<file path="src/rtl/xor_sweep_ctrl.sv">
// Exhaustive sweep controller for a pair of XOR implementations: steps every input vector,
// compares both results against a reduction-XOR golden value and reports mismatches.
module xor_sweep_ctrl #(
    parameter int unsigned N_IN   = 3,
    parameter int unsigned SETTLE = 1
) (
    input  logic            i_clk,
    input  logic            i_rst_n,
    input  logic            i_start,
    input  logic            i_abort,
    input  logic            i_res_a,
    input  logic            i_res_b,
    output logic [N_IN-1:0] o_vec_out,
    output logic            o_busy,
    output logic            o_done,
    output logic            o_pass,
    output logic [N_IN:0]   o_err_cnt,
    output logic [N_IN-1:0] o_first_err_vec,
    output logic            o_first_err_valid
);

    localparam int unsigned    WCW      = (SETTLE > 1) ? $clog2(SETTLE) : 1;
    localparam logic [WCW-1:0] WRELOAD  = WCW'(SETTLE - 1);
    localparam logic [N_IN:0]  ERR_MAX  = {1'b1, {N_IN{1'b0}}};
    localparam logic [N_IN-1:0] VEC_LAST = {N_IN{1'b1}};

    typedef enum logic [1:0] {StIdle, StWait, StCheck, StFin} state_e;

    state_e          r_state, w_state_nxt;
    logic [N_IN-1:0] r_vec, w_vec_nxt;
    logic [WCW-1:0]  r_wait_cnt, w_wait_cnt_nxt;
    logic            r_busy, w_busy_nxt;
    logic            r_done, w_done_nxt;
    logic            r_pass, w_pass_nxt;
    logic [N_IN:0]   r_err_cnt, w_err_cnt_nxt;
    logic [N_IN-1:0] r_first_vec, w_first_vec_nxt;
    logic            r_first_valid, w_first_valid_nxt;

    logic w_golden;
    logic w_mismatch;
    logic w_last;

    assign w_golden   = ^r_vec;
    assign w_mismatch = (i_res_a != w_golden) | (i_res_b != w_golden);
    assign w_last     = (r_vec == VEC_LAST);

    always_ff @(posedge i_clk or negedge i_rst_n) begin
        if (!i_rst_n) begin
            r_state       <= StIdle;
            r_vec         <= '0;
            r_wait_cnt    <= '0;
            r_busy        <= 1'b0;
            r_done        <= 1'b0;
            r_pass        <= 1'b0;
            r_err_cnt     <= '0;
            r_first_vec   <= '0;
            r_first_valid <= 1'b0;
        end else begin
            r_state       <= w_state_nxt;
            r_vec         <= w_vec_nxt;
            r_wait_cnt    <= w_wait_cnt_nxt;
            r_busy        <= w_busy_nxt;
            r_done        <= w_done_nxt;
            r_pass        <= w_pass_nxt;
            r_err_cnt     <= w_err_cnt_nxt;
            r_first_vec   <= w_first_vec_nxt;
            r_first_valid <= w_first_valid_nxt;
        end
    end

    always_comb begin
        w_state_nxt = r_state;
        case (r_state)
            StIdle: begin
                if (!i_abort && i_start) w_state_nxt = StWait;
            end
            StWait: begin
                if (i_abort)                 w_state_nxt = StIdle;
                else if (r_wait_cnt == '0)   w_state_nxt = StCheck;
            end
            StCheck: begin
                if (i_abort)     w_state_nxt = StIdle;
                else if (w_last) w_state_nxt = StFin;
                else             w_state_nxt = StWait;
            end
            StFin:   w_state_nxt = StIdle;
            default: w_state_nxt = StIdle;
        endcase
    end

    // Registered outputs are computed one cycle ahead so done/pass/busy line up with FIN.
    always_comb begin
        w_vec_nxt         = r_vec;
        w_wait_cnt_nxt    = r_wait_cnt;
        w_busy_nxt        = r_busy;
        w_done_nxt        = 1'b0;
        w_pass_nxt        = r_pass;
        w_err_cnt_nxt     = r_err_cnt;
        w_first_vec_nxt   = r_first_vec;
        w_first_valid_nxt = r_first_valid;

        case (r_state)
            StIdle: begin
                if (!i_abort && i_start) begin
                    w_err_cnt_nxt     = '0;
                    w_first_valid_nxt = 1'b0;
                    w_pass_nxt        = 1'b0;
                    w_vec_nxt         = '0;
                    w_wait_cnt_nxt    = WRELOAD;
                    w_busy_nxt        = 1'b1;
                end
            end
            StWait: begin
                if (!i_abort && r_wait_cnt != '0) w_wait_cnt_nxt = r_wait_cnt - 1'b1;
            end
            StCheck: begin
                if (!i_abort) begin
                    if (w_mismatch) begin
                        if (r_err_cnt != ERR_MAX) w_err_cnt_nxt = r_err_cnt + 1'b1;
                        if (!r_first_valid) begin
                            w_first_vec_nxt   = r_vec;
                            w_first_valid_nxt = 1'b1;
                        end
                    end
                    if (w_last) begin
                        w_busy_nxt = 1'b0;
                        w_done_nxt = 1'b1;
                        w_pass_nxt = (w_err_cnt_nxt == '0);
                    end else begin
                        w_vec_nxt      = r_vec + 1'b1;
                        w_wait_cnt_nxt = WRELOAD;
                    end
                end
            end
            default: ;
        endcase

        // Abort keeps partial error results but drops the sweep.
        if (i_abort && r_state != StIdle) begin
            w_busy_nxt = 1'b0;
            w_pass_nxt = 1'b0;
            w_vec_nxt  = '0;
        end
    end

    assign o_vec_out         = r_vec;
    assign o_busy            = r_busy;
    assign o_done            = r_done;
    assign o_pass            = r_pass;
    assign o_err_cnt         = r_err_cnt;
    assign o_first_err_vec   = r_first_vec;
    assign o_first_err_valid = r_first_valid;

endmodule

</file>
<file path="config.mk">
export PLATFORM = sky130hd
export DESIGN_NAME = xor_sweep_ctrl
export DESIGN_NICKNAME = d
export VERILOG_FILES = /design/src/rtl/xor_sweep_ctrl.sv
export SDC_FILE = /design/constraint.sdc
export NUM_CORES = 1
export LEC_CHECK = 0
export ABC_AREA = 1
export BUFFER_PORTS_ARGS = -buffer_cell sky130_fd_sc_hd__buf_2
export CORE_MARGIN = 8
export CORE_UTILIZATION = 50
export DETAILED_ROUTE_END_ITERATION = 8
export PLACE_DENSITY = 0.72
export RECOVER_POWER = 25
export SYNTH_ARGS = -nofsm -noshare
export SYNTH_HDL_FRONTEND = slang
export SYNTH_SLANG_ARGS = --single-unit
</file>
<file path="constraint.sdc">
create_clock -name i_clk -period 1.8 [get_ports i_clk]
set_clock_uncertainty 0.15 [all_clocks]
set_input_delay 0.18 -clock i_clk [delete_from_list [all_inputs] [get_ports i_clk]]
set_output_delay 0.18 -clock i_clk [all_outputs]
set_load 0.05 [all_outputs]
</file>
==> out/metrics.yaml <==
outcome:
  run_status: "finished clean"
critical_path:
  r2r_slack_ps: 150
  cp.required_ps: 1840
  r2r-start: "o_vec_out[0]"
  cp-start-kind: "flop"
  endpoint: "o_pass"
  cp.arrival_ps: 1690
  r2r-end: "o_pass"
  r2r_cells: 10
  critPathLaunch: "o_vec_out[0]"
  end_kind: "flop"
  crit_type: "reg -> reg"
  critPathMaxFanout: 6
synth:
  synth.top_cell.area_share_pct: 43.1
  yosysSeqAreaShare_pct: 43.1
  synth_most_common_cell: "nand2_1"
  syn_area_per_cell_um2: 8.15
  synth_edf_count: 0
  ys_async_sr_fraction_pct: 100
  netlist_instances: 121
  yosys-top-cells-count: "nand2_1, dfrtp_1, inv_1, nand3_1, nor2_1"
  ys_types: 25
  yosysTopAreaCell: "dfrtp_1"
  ys_ff_latch: 17
  synth_area_um2: 986
  synthTopCellsByArea: "dfrtp_1, nand2_1, nand3_1"
  synth_top_flop_cell: "dfrtp_1"
  yosys_warnings: 0
  syn_nets: 131
sta:
  drv_slew: 0
  post-route-min-period_ps: 1650
  max_freq_mhz: 606
  period_share_pct: 91.6
  holdWs_ps: 147
  rsz0062_at_grt: "no"
  maxSlewHeadroom_pct: 37.9
  worst_slew_pin_slew_ps: 931
  tns_ps: 0
  setup_viol: 0
  hold_viol_final: 0
global_route:
  grt_max_degree: 18
  grt_usage_pct: 12.9
  grt_pass1_wl_mm: 3.57
  grt_antenna_before_repair: 0
  grt_pass1_vias: 853
  grt_overflow: 0
placement:
  hpwl_mm: 1.64
  dpl_cell_area_mm2: 0.00112
  routabilityCongestion: 0.851
  io_buffers: 19
drt:
  drtAntennaViolNets: 0
  via_count: 852
  vias_per_cell: 4.95
  drt_pass1_iterations: 4
  drt_first_iter_violations: 25
  wl_mm: 2.05
  post_drt_wl_per_cell_um: 11.9
  drc: 0
power:
  p_int_w: 0.000522
  power_frac_comb_pct: 19.4
  p_seq_share_pct: 53.6
  irDropWorstVdd_mv: 0.510
  pwr-share-clk_pct: 27.0
  p_per_area_mw_per_mm2: 653
  leakagePower_nw: 0.649
  swShare_pct: 31.4
  switching_power_w: 0.000238
finish:
  fin_area_mm2: 0.00116
  final_core_util_pct: 61.3
  drive_above_1_share_pct: 25.5
  syn_to_final_growth_pct: 18.1
  nets: 156
  diodes: 0
cts:
  cts_buffer_depth: 2
  clock_latency_ps: 290
  path_clk_slew_ps: 100
  clock-sinks: 17
  cts_root_buffer: "clkbuf_4"
  cts_max_level: 1
  cts_buffers: 3
  cts_setup_buffers: 0
  tritoncts: "done"
die:
  io-pin-count: 20
  start_util_pct: 51.8
  die_w_um: 60.4
  die_area_mm2: 0.00365
  std_cell_rows: 16
  core-area_mm2: 0.00190
  die_h_um: 60.4
min_path:
  min_from: "i_abort"
  worst_hold_path_type: "in -> reg"
run:
  maxCapViolations: 0
[cells by family after synthesis]
kind of cell	count (synthesis)	share of synthesized area, %
AND/OR/NAND/NOR	67	35.7
buffers and inverters	17	6.47
flip-flops	17	43.1
AO/OA/AOI/OAI	15	8.76
adder cells (fa/ha/maj)	4	5.08
XOR/XNOR	1	0.888
[power groups by stage]
stage | Combinational [W] | Sequential [W] | Clock, W
after CTS | 0.000149 | 0.000407 | 0.000210
after global routing | 0.000165 | 0.000410 | 0.000231
after global placement | 0.000145 | 0.000414 | 0
final | 0.000148 | 0.000407 | 0.000205
after floorplan | 0.0000659 | 0.000453 | 0
after detailed placement | 0.000146 | 0.000414 | 0
[area by class of cell]
| type | instances | area, um^2 |
|---|---|---|
| multi-input cells | 87 | 509 |
| clock buffers | 4 | 26.3 |
| repair buffers | 20 | 104 |
| inverters | 17 | 63.8 |
| flip-flops and latches | 17 | 428 |
| fillers | 175 | 737 |
| well taps | 27 | 33.8 |
[worst max-delay path, stage by stage (launching register included)]
cell and delay, ps:
dfrtp_2 440, ha_4 290, inv_2 40, nand2_1 100, nand3_4 110, nand2_4 120, nand2_1 70, o21ai_2 70
nor2_1 60, nand2_1 60, nand2_1 50
[registers in the layout, indices dropped and copies added, names as in the netlist]
signal             flops
o_err_cnt              4
o_first_err_vec        3
o_vec_out              3
r_state                2
o_busy                 1
o_done                 1
o_first_err_valid      1
o_pass                 1
r_wait_cnt             1
[metal layers]
layer	GRT usage, %	wire (um)
met1	15.9	981
met2	20.7	960
met3	2.54	78
met4	6.46	30
met5	0	0
[placed cells by master (no fill, tap or decap)]
cell,netlist,routed
inv_2,3,3
nor2_4,1,1
o21a_1,1,1
a31oi_1,1,1
nand2_2,1,1
clkbuf_1,0,2
ha_1,4,3
buf_2,0,18
nand2_4,2,2
o21ai_2,1,1
o21ai_0,8,7
dfrtp_2,0,2
ha_4,0,1
inv_1,14,14
nand4_1,3,3
o31ai_1,1,1
nor3_2,1,1
nand3_4,2,2
xor2_1,1,1
nor2_8,1,1
nor3_1,1,1
nand3_1,11,11
dlygate4sd3_1,0,1
a21oi_1,1,1
dfrtp_1,17,15
o22ai_1,1,1
o21ai_1,1,2
nand2_1,33,33
nor2_1,10,10
clkbuf_4,0,3
nor2_2,1,1
[how the worst min path moves through the flow]
stage,endpoint,slack [ps],cells past startpoint
after floorplan,o_busy,-270,0
after global placement,r_wait_cnt,-30,1
after detailed placement,o_first_err_valid,-30,1
after CTS,o_vec_out[2],130,4
after global routing,o_done,140,4
final,o_vec_out[2],150,4
[timing repair]
| action | CTS | global route |
|---|---|---|
| hold buffers | 1 | 0 |
| gates resized for setup | 0 | 2 |
| hold endpoints to repair | 17 | 0 |
| endpoints found under the setup margin | 0 | 4 |
[stage by stage]
step | instances | worst slack, ps | total power [W]
after floorplan | 121 | 38.9 | 0.000519
after global routing | 172 | 11.6 | 0.000805
after detailed placement | 167 | 89.5 | 0.000561
final | 172 | 151 | 0.000760
after CTS | 172 | 63.1 | 0.000766
after global placement | 167 | 147 | 0.000558
Power figures use the tool's default switching activity.
